===== config.mk =====
export PLATFORM = sky130hd
export DESIGN_NAME = pwm_8bit
export DESIGN_NICKNAME = d
export VERILOG_FILES = /design/src/rtl/pwm_8bit.sv
export SDC_FILE = /design/constraint.sdc
export NUM_CORES = 1
export LEC_CHECK = 0
export CAP_MARGIN = 15
export CORE_ASPECT_RATIO = 0.5
export CORE_MARGIN = 3
export CORE_UTILIZATION = 43
export CTS_BUF_LIST = sky130_fd_sc_hd__clkbuf_8
export DETAILED_ROUTE_END_ITERATION = 10
export PLACE_DENSITY = 0.66
export SYNTH_ARGS = -nofsm -noshare
export SYNTH_HDL_FRONTEND = slang
export SYNTH_SLANG_ARGS = --single-unit

===== constraint.sdc =====
create_clock -name clk -period 4.9 [get_ports clk]
set_input_delay 0.98 -clock clk [delete_from_list [all_inputs] [get_ports clk]]
set_output_delay 0.98 -clock clk [all_outputs]
set_load 0.01 [all_outputs]

===== src/rtl/pwm_8bit.sv =====
// Free-running PWM with a shadowed duty register that is committed only at the
// period wrap, so each period is generated from a single, stable duty value.
module pwm_8bit #(
  parameter int WIDTH    = 8,
  parameter int PRESCALE = 1
) (
  input  logic             clk,
  input  logic             rst,
  input  logic             en,
  input  logic [WIDTH-1:0] value_input,
  output logic             out
);

  logic             step;
  logic             boundary;
  logic [WIDTH-1:0] cnt_q, cnt_d;
  logic [WIDTH-1:0] shadow_q, shadow_d;
  logic [WIDTH-1:0] duty_q, duty_d;
  logic             out_q, out_d;

  generate
    if (PRESCALE > 1) begin : g_tick
      localparam int TW = $clog2(PRESCALE);
      logic [TW-1:0] tick_q, tick_d;

      assign step   = (tick_q == TW'(PRESCALE - 1));
      assign tick_d = step ? '0 : tick_q + TW'(1);

      always_ff @(posedge clk) begin
        if (rst) tick_q <= '0;
        else     tick_q <= tick_d;
      end
    end else begin : g_no_tick
      assign step = 1'b1;
    end
  endgenerate

  // A write on the wrap edge itself flows through shadow_d straight into duty.
  always_comb begin
    boundary = step && (cnt_q == {WIDTH{1'b1}});
    cnt_d    = step ? cnt_q + WIDTH'(1) : cnt_q;
    shadow_d = en ? value_input : shadow_q;
    duty_d   = boundary ? shadow_d : duty_q;
    out_d    = (cnt_d < duty_d);
  end

  always_ff @(posedge clk) begin
    if (rst) begin
      cnt_q    <= '0;
      shadow_q <= '0;
      duty_q   <= '0;
      out_q    <= 1'b0;
    end else begin
      cnt_q    <= cnt_d;
      shadow_q <= shadow_d;
      duty_q   <= duty_d;
      out_q    <= out_d;
    end
  end

  assign out = out_q;

endmodule


Word level (Yosys, flattened, before mapping)
Index checks and enable logic that the tools add are counted.

operators by class
  magnitude comparators = 1
  equal/unequal tests = 1
  add/sub/neg operators = 1
  muxes and demuxes = 2

operators by type and width
  kind                                         count
  2-to-1 mux 8 bit                             2
  adder 8 x 1 -> 8 bit, second input constant  1
  equality test 8 bit, second input constant   1
  less-than comparator 8 bit                   1

word-level totals
  flip-flop bits (word level) = 25
  logic and storage cells = 9
  output and inout port bits = 1
  input port bits = 11

Longest topological paths before layout
Gate-level depths: netlist of run 1.

  depth after elaboration = 3
  depth in mapped cells = 9
  depth with buffers taken out = 9

Worst setup path before layout of run 1
No wires, ideal clock.

  kind = in2reg
  start = input en
  end = register out_q, in the netlist out
  setup time = 0.079 ns
  stages on the path = 8
  data required time = 4.821 ns
  path buffers = 1
  path slack = 2.073 ns
  arrival = 2.747 ns
  cells stage by stage = clkbuf_1 -> mux2_2 -> mux2i_1 -> ha_1 -> a21oi_1 -> a21oi_1 -> or3_1 -> a211oi_2

on the way
  longest elaborated chain between the ends = 3

ends and longest elaborated chain
  what                        line  RTL
  from (decl)                 9     input logic en,
  2-to-1 mux 8 bit            42    shadow_d = en ? value_input : shadow_q;
  2-to-1 mux 8 bit            43    duty_d = boundary ? shadow_d : duty_q;
  less-than comparator 8 bit  44    out_d = (cnt_d < duty_d);
  to (signal assigned)        57    out_q <= out_d;
  to (decl)                   19    logic out_q, out_d;

Every way passes these cells.
A chain may end at the register's enable or synchronous reset.

Worst setup path in the final report of run 1
Ends and elaborated chain as after synthesis.

==> metrics, run 1 <==
core area approximately 2300 sq um; Synth top area share 44.6%; # fillers between 200 and 250; register area between 500 and 600 sq um; RSZ-0062 raised after global routing false; r2r startpoint cnt_q[0]; GRT busiest layer met2; top cells by count, synth dfxtp_1, nor2b_1, nor2_1; GP Congestion ~0.70; crit path cell chain clkdlybuf4s50_1 > mux2_2 > mux2i_1 > ha_1 > a21oi_1 > a21oi_1 > or3_1 > a211oi_2; Worst Hold Depth 1; WP depth 8; Yosys warnings 0; prevailing post-synth register cell dfxtp_1; Die ar. 3300 sq um; ANT nets after route 0; mean post-synth cell area ~11 sq um; EDFF count, synth 0; GR Util met3 a little over 5%; GRT overflow 0; die width between 70 and 80 um; critical path launch point type input pin; cts bufs inserted 3; Worst EP arrival between 3 and 4 ns; worst-case clock buffer depth 2; Critical Path RT ~5.1 ns; root buffer cell clkbuf_8; Final Setup Violations 0; total internal power 291 uW; Max VDD drop just over 0.0001 V; slew of the pin with the lowest slew margin about 0.87 ns; CTS tree yes; cell taking the most area after synthesis dfxtp_1; row cnt 12; Sw Ratio ~22%; clock transition at the registers of the reported paths ~0.080 ns; worst clock skew between 0.009 and 0.01 ns; worst hold slack 0.497 ns; Post-DP HPWL around 1300 um; Setup Crit Path Kind in -> reg; Tot Pwr 375 uW; Peak Freq approximately 0.32 GHz; P&R area growth vs syn 16.8%; Psw ~84 uW; Reg2Reg Depth 9; Tcrit/Tclk final between 60 and 70%; setup TNS 0 ns; CP max stage delay around 0.67 ns; die height between 40 and 50 um; top post-synthesis cells by area dfxtp_1, ha_1, nor2b_1; minimum clock period 3.08 ns; routing usage on met2 between 10% and 20%; final net count 137; worst reg2reg endpoint out; Avg WL per Cell 11.6 um; Critical path origin en; Worst Setup End Kind flop; DRT Pass-1 Iters 4; Worst path top cell family by delay buffers and inverters; clock sink count 25; vias in the first global route between 700 and 800; first-pass GRT wire length 3140 um; number of hold buffers added after CTS 0; DRC 0; clock share of power around a third; worst-path maximum fanout 8; Post-Synthesis Cell Area about 1100 sq um; sequential power share between 50% and 60%; Post-CTS Setup Repair Bufs 0; area of the multi-input gates roughly 590 sq um; Ant. Diodes 0; min-delay worst type reg -> reg; I/O Pins 12; Slew HR between 40% and 50%; Hold Violations, Final 0; r2r setup slk about 2.2 ns; Critical-path top delay cell clkdlybuf4s50_1; Total GRT Usage around an eighth; Yosys cell types 21; combinational share of power between 10% and 20%; Port Buffer Count 11; initial core utilization 47.9%; worst skew pair latency 0.27 ns; 1st-iter DRT viols 26; pwr/cell area between 200 and 300 nW/um^2; Slew Viols, Final 0; vias per cell ~4.8; met1 usage around 16%; post-synthesis sequential area ratio between 40 and 50%; P_leak 0.529 nW; number of synthesized register bits 25; worst path bufs/invs 1; cell mode on critical path a21oi_1; number of gates resized after cts 0; most frequent cell after synthesis dfxtp_1; H-Tree Depth 1; largest net degree at the start of global routing 26; initial antenna violation count 0; max_cap viols 0; Gate Count Post-Synth around 110; Vias just over 700; ratio of cells with drive above 1 in the final layout between 10% and 20%; CP endpoint out; drt total wl 1760 um; status finished clean; FFs w/ async S/R, synth 0%; syn nets between 100 and 150
-- logic make-up after synthesis --
logic type | after synthesis | share of synthesized area [%]
compound gates | 6 | 3.90
mux | 16 | 15.2
xor+xnor | 6 | 4.68
buf+inv | 6 | 3.23
simple gates | 38 | 19.5
fa+ha+maj | 8 | 8.92
flops | 25 | 44.6
-- how the worst min path moves through the flow --
stage	to	from	slack (ns)
6_report	cnt_q[0]	cnt_q[0]	0.50
5_1_grt	cnt_q[0]	cnt_q[0]	0.54
4_1_cts	cnt_q[0]	cnt_q[0]	0.51
3_5_place_dp	cnt_q[0]	cnt_q[0]	0.49
3_3_place_gp	cnt_q[0]	cnt_q[0]	0.47
2_1_floorplan	cnt_q[0]	cnt_q[0]	0.44
-- sequential cells by signal, summed over array words and instances (netlist names) --
name / count
cnt_q: 8
duty_q: 8
shadow_q: 8
out: 1
-- per-layer routing --
metal | up-vias | share of wire (%)
met5 | - | 0
li1 | 383 | -
met4 | 0 | 0
met1 | 331 | 55
met2 | 13 | 40
met3 | 0 | 4.4
-- cell type report --
| type | count | area share [%] |
|---|---|---|
| inverter | 3 | 1.91 |
| tap | 35 | 3.34 |
| multi-input combinational | 74 | 44.7 |
| clock inverter | 1 | 0.382 |
| sequential | 25 | 38.2 |
| timing repair buffer | 11 | 8.40 |
| clock buffer | 3 | 3.15 |
-- stage by stage --
step / cells / cell area (sq um) / util [%] / setup WS [ns]
after floorplan: 105 / 1120 / - / 2.07
after global placement: 148 / 1260 / 54.0 / 1.56
after detailed placement: 148 / 1260 / 54.0 / 1.53
after CTS: 152 / 1310 / 56.0 / 1.82
after global routing: 152 / 1310 / 56.0 / 1.64
final: 152 / 1310 / 56.0 / 1.82
-- cell usage in the layout, fill, tap and decap left out --
master | Yosys | routed
nand3_1 | 4 | 4
nor2b_1 | 15 | 15
nor2_1 | 13 | 13
clkdlybuf4s50_1 | 0 | 11
xnor2_1 | 3 | 3
a211oi_2 | 1 | 1
dfxtp_1 | 25 | 25
nand3_4 | 1 | 1
a21oi_1 | 3 | 3
clkinv_2 | 0 | 1
o32ai_1 | 1 | 1
a21o_1 | 1 | 1
ha_1 | 8 | 8
nand2_1 | 1 | 1
nor3_4 | 1 | 1
nand4_1 | 2 | 2
xor2_1 | 3 | 3
inv_1 | 2 | 2
mux2i_1 | 8 | 8
bufinv_8 | 1 | 1
or3_1 | 1 | 1
clkbuf_8 | 0 | 3
mux2_2 | 8 | 8
-- power by group through the flow --
stage               logic [mW]  clock network, mW  registers, mW
floorplan               0.0260                  0          0.218
CTS                     0.0417              0.125          0.213
finish                  0.0407              0.121          0.213
global placement        0.0412                  0          0.218
global route            0.0467              0.133          0.214
detailed placement      0.0416                  0          0.218
Note: power is estimated with default switching activity, not from simulation.
==> run 2, diff against run 1 <==
clock period = 3.15 ns   (was 4.9 ns; I/O delays follow)
==> run 2 against run 1 <==
- final area is 0.76% higher
- sequential power increased by 56%
- sequential share of layout area down 0.29 points
- clock power is 60% higher
- critical endpoint unchanged
- global-route usage grew 0.88 points
- highest routed layer is now met4
- power grew 58%
- first-iteration DRC count grew 120%
==> metrics, run 2 (synthesis results as in run 1) <==
register area between 500 and 600 sq um; die width 78.3 um; drt total wl 1880 um; Avg WL per Cell ~12 um; Final Setup Violations 0; first-pass GRT wire length roughly 3400 um; final net count 138; Max VDD drop 0.000208 V; # fillers between 200 and 250; critical path launch point type input pin; initial core utilization a little under half; RSZ-0062 raised after global routing false; ratio of cells with drive above 1 in the final layout between 10% and 20%; Total GRT Usage 13.1%; Post-DP HPWL approximately 1400 um; pwr/cell area between 400 and 500 nW/um^2; DRT Pass-1 Iters 4; I/O Pins 12; root buffer cell clkbuf_8; vias in the first global route around 750; Tcrit/Tclk final between 80 and 90%; CTS tree yes; Vias 727; worst clock skew 0.00894 ns; ANT nets after route 0; clock transition at the registers of the reported paths 0.08 ns; number of hold buffers added after CTS 0; Die ar. around 3300 sq um; core area about 2300 sq um; status finished clean; Hold Violations, Final 0; minimum clock period approximately 2.7 ns; Final Cell Area roughly 1300 sq um; area of the multi-input gates around 590 sq um; GP Congestion 0.671; worst skew pair latency approximately 0.27 ns; row cnt 12; DP Area 1270 sq um; Peak Freq 0.365 GHz; Critical Path RT ~3.4 ns; slew of the pin with the lowest slew margin around 0.52 ns; commonest non-fill, non-tap cell in the layout dfxtp_1; fin worst setup slack about 0.41 ns; clock sink count 25; largest net degree at the start of global routing 26; vias per cell 4.75; worst slack, placed 0.126 ns; cts bufs inserted 3; Slew Viols, Final 0; max_cap viols 0; worst-case clock buffer depth 2; H-Tree Depth 1; biggest regs cnt_q: 8 flops, duty_q: 8 flops, shadow_q: 8 flops; Worst EP arrival roughly 2.9 ns; P_leak about 0.53 nW; Worst Setup End Kind flop; worst-path maximum fanout 8; most frequent cells in the layout dfxtp_1, nor2b_1, nor2_1; die height approximately 42 um; Setup Crit Path Kind in -> reg; setup TNS 0 ns; initial antenna violation count 0; GRT overflow 0; 1st-iter DRT viols 58; min-delay worst type reg -> reg; Port Buffer Count 11; P&R area growth vs syn 17.7%; DRC 0; number of gates resized after cts 0; Ant. Diodes 0; Slew HR between 60% and 70%; Post-CTS Setup Repair Bufs 0
==> run 2: changes by cell type in the layout (fill, tap and decap cells not counted) <==
| cell | previous run | this run |
|---|---|---|
| buf_4 | 0 | 1 |
| clkinv_2 | 1 | 0 |
| clkinvlp_4 | 0 | 1 |
==> run 2: critical path: stages <==
cell,delay [ns]
clkdlybuf4s50_1,0.67
mux2_2,0.40
mux2i_1,0.21
ha_1,0.29
a21oi_1,0.15
a21oi_1,0.08
or3_1,0.32
a211oi_2,0.18
==> run 2: final timing paths <==
check             startpoint        end  slack [ns]  cells after the start
setup / recovery          en        out        0.41                      8
hold / removal     duty_q[5]  duty_q[5]        0.50                      2
setup reg to reg    cnt_q[0]        out        0.46                      9
hold reg to reg    duty_q[5]  duty_q[5]        0.50                      2
==> run 2: per-stage QoR <==
step | total power [mW] | hold WS (ns) | std cells | utilization [%]
after floorplan | 0.379 | 0.441 | 105 | -
after global placement | 0.404 | 0.471 | 149 | 54.3
after detailed placement | 0.406 | 0.492 | 149 | 54.3
after CTS | 0.600 | 0.515 | 153 | 56.4
after global routing | 0.624 | 0.538 | 153 | 56.4
final | 0.591 | 0.504 | 153 | 56.4
==> run 2: final cells by class <==
| cell class | count | area share, % |
|---|---|---|
| clock inverters | 1 | 0.568 |
| well taps | 35 | 3.31 |
| repair buffers | 12 | 8.90 |
| inverters | 3 | 1.89 |
| multi-input cells | 74 | 44.3 |
| clock buffers | 3 | 3.12 |
| flip-flops and latches | 25 | 37.9 |
==> run 2: where the power goes <==
| group | switching, mW | leakage, nW | internal [mW] | total, mW |
|---|---|---|---|---|
| combinational | 0.0277 | 0.305 | 0.0380 | 0.0657 |
| clock | 0.104 | 0.0217 | 0.0897 | 0.193 |
| sequential | 0.00557 | 0.204 | 0.327 | 0.332 |
| total | 0.137 | 0.530 | 0.454 | 0.591 |
==> run 2: metal layers <==
metal | track usage, % | part of all wire [%] | vias up | wire (um)
met2 | 20.4 | 43 | 13 | 802
met1 | 16.9 | 53 | 331 | 989
met3 | 4.72 | 4.0 | 3 | 76
met5 | 0 | 0 | - | 0
met4 | 4.18 | 0.48 | 0 | 9
li1 | - | - | 380 | -
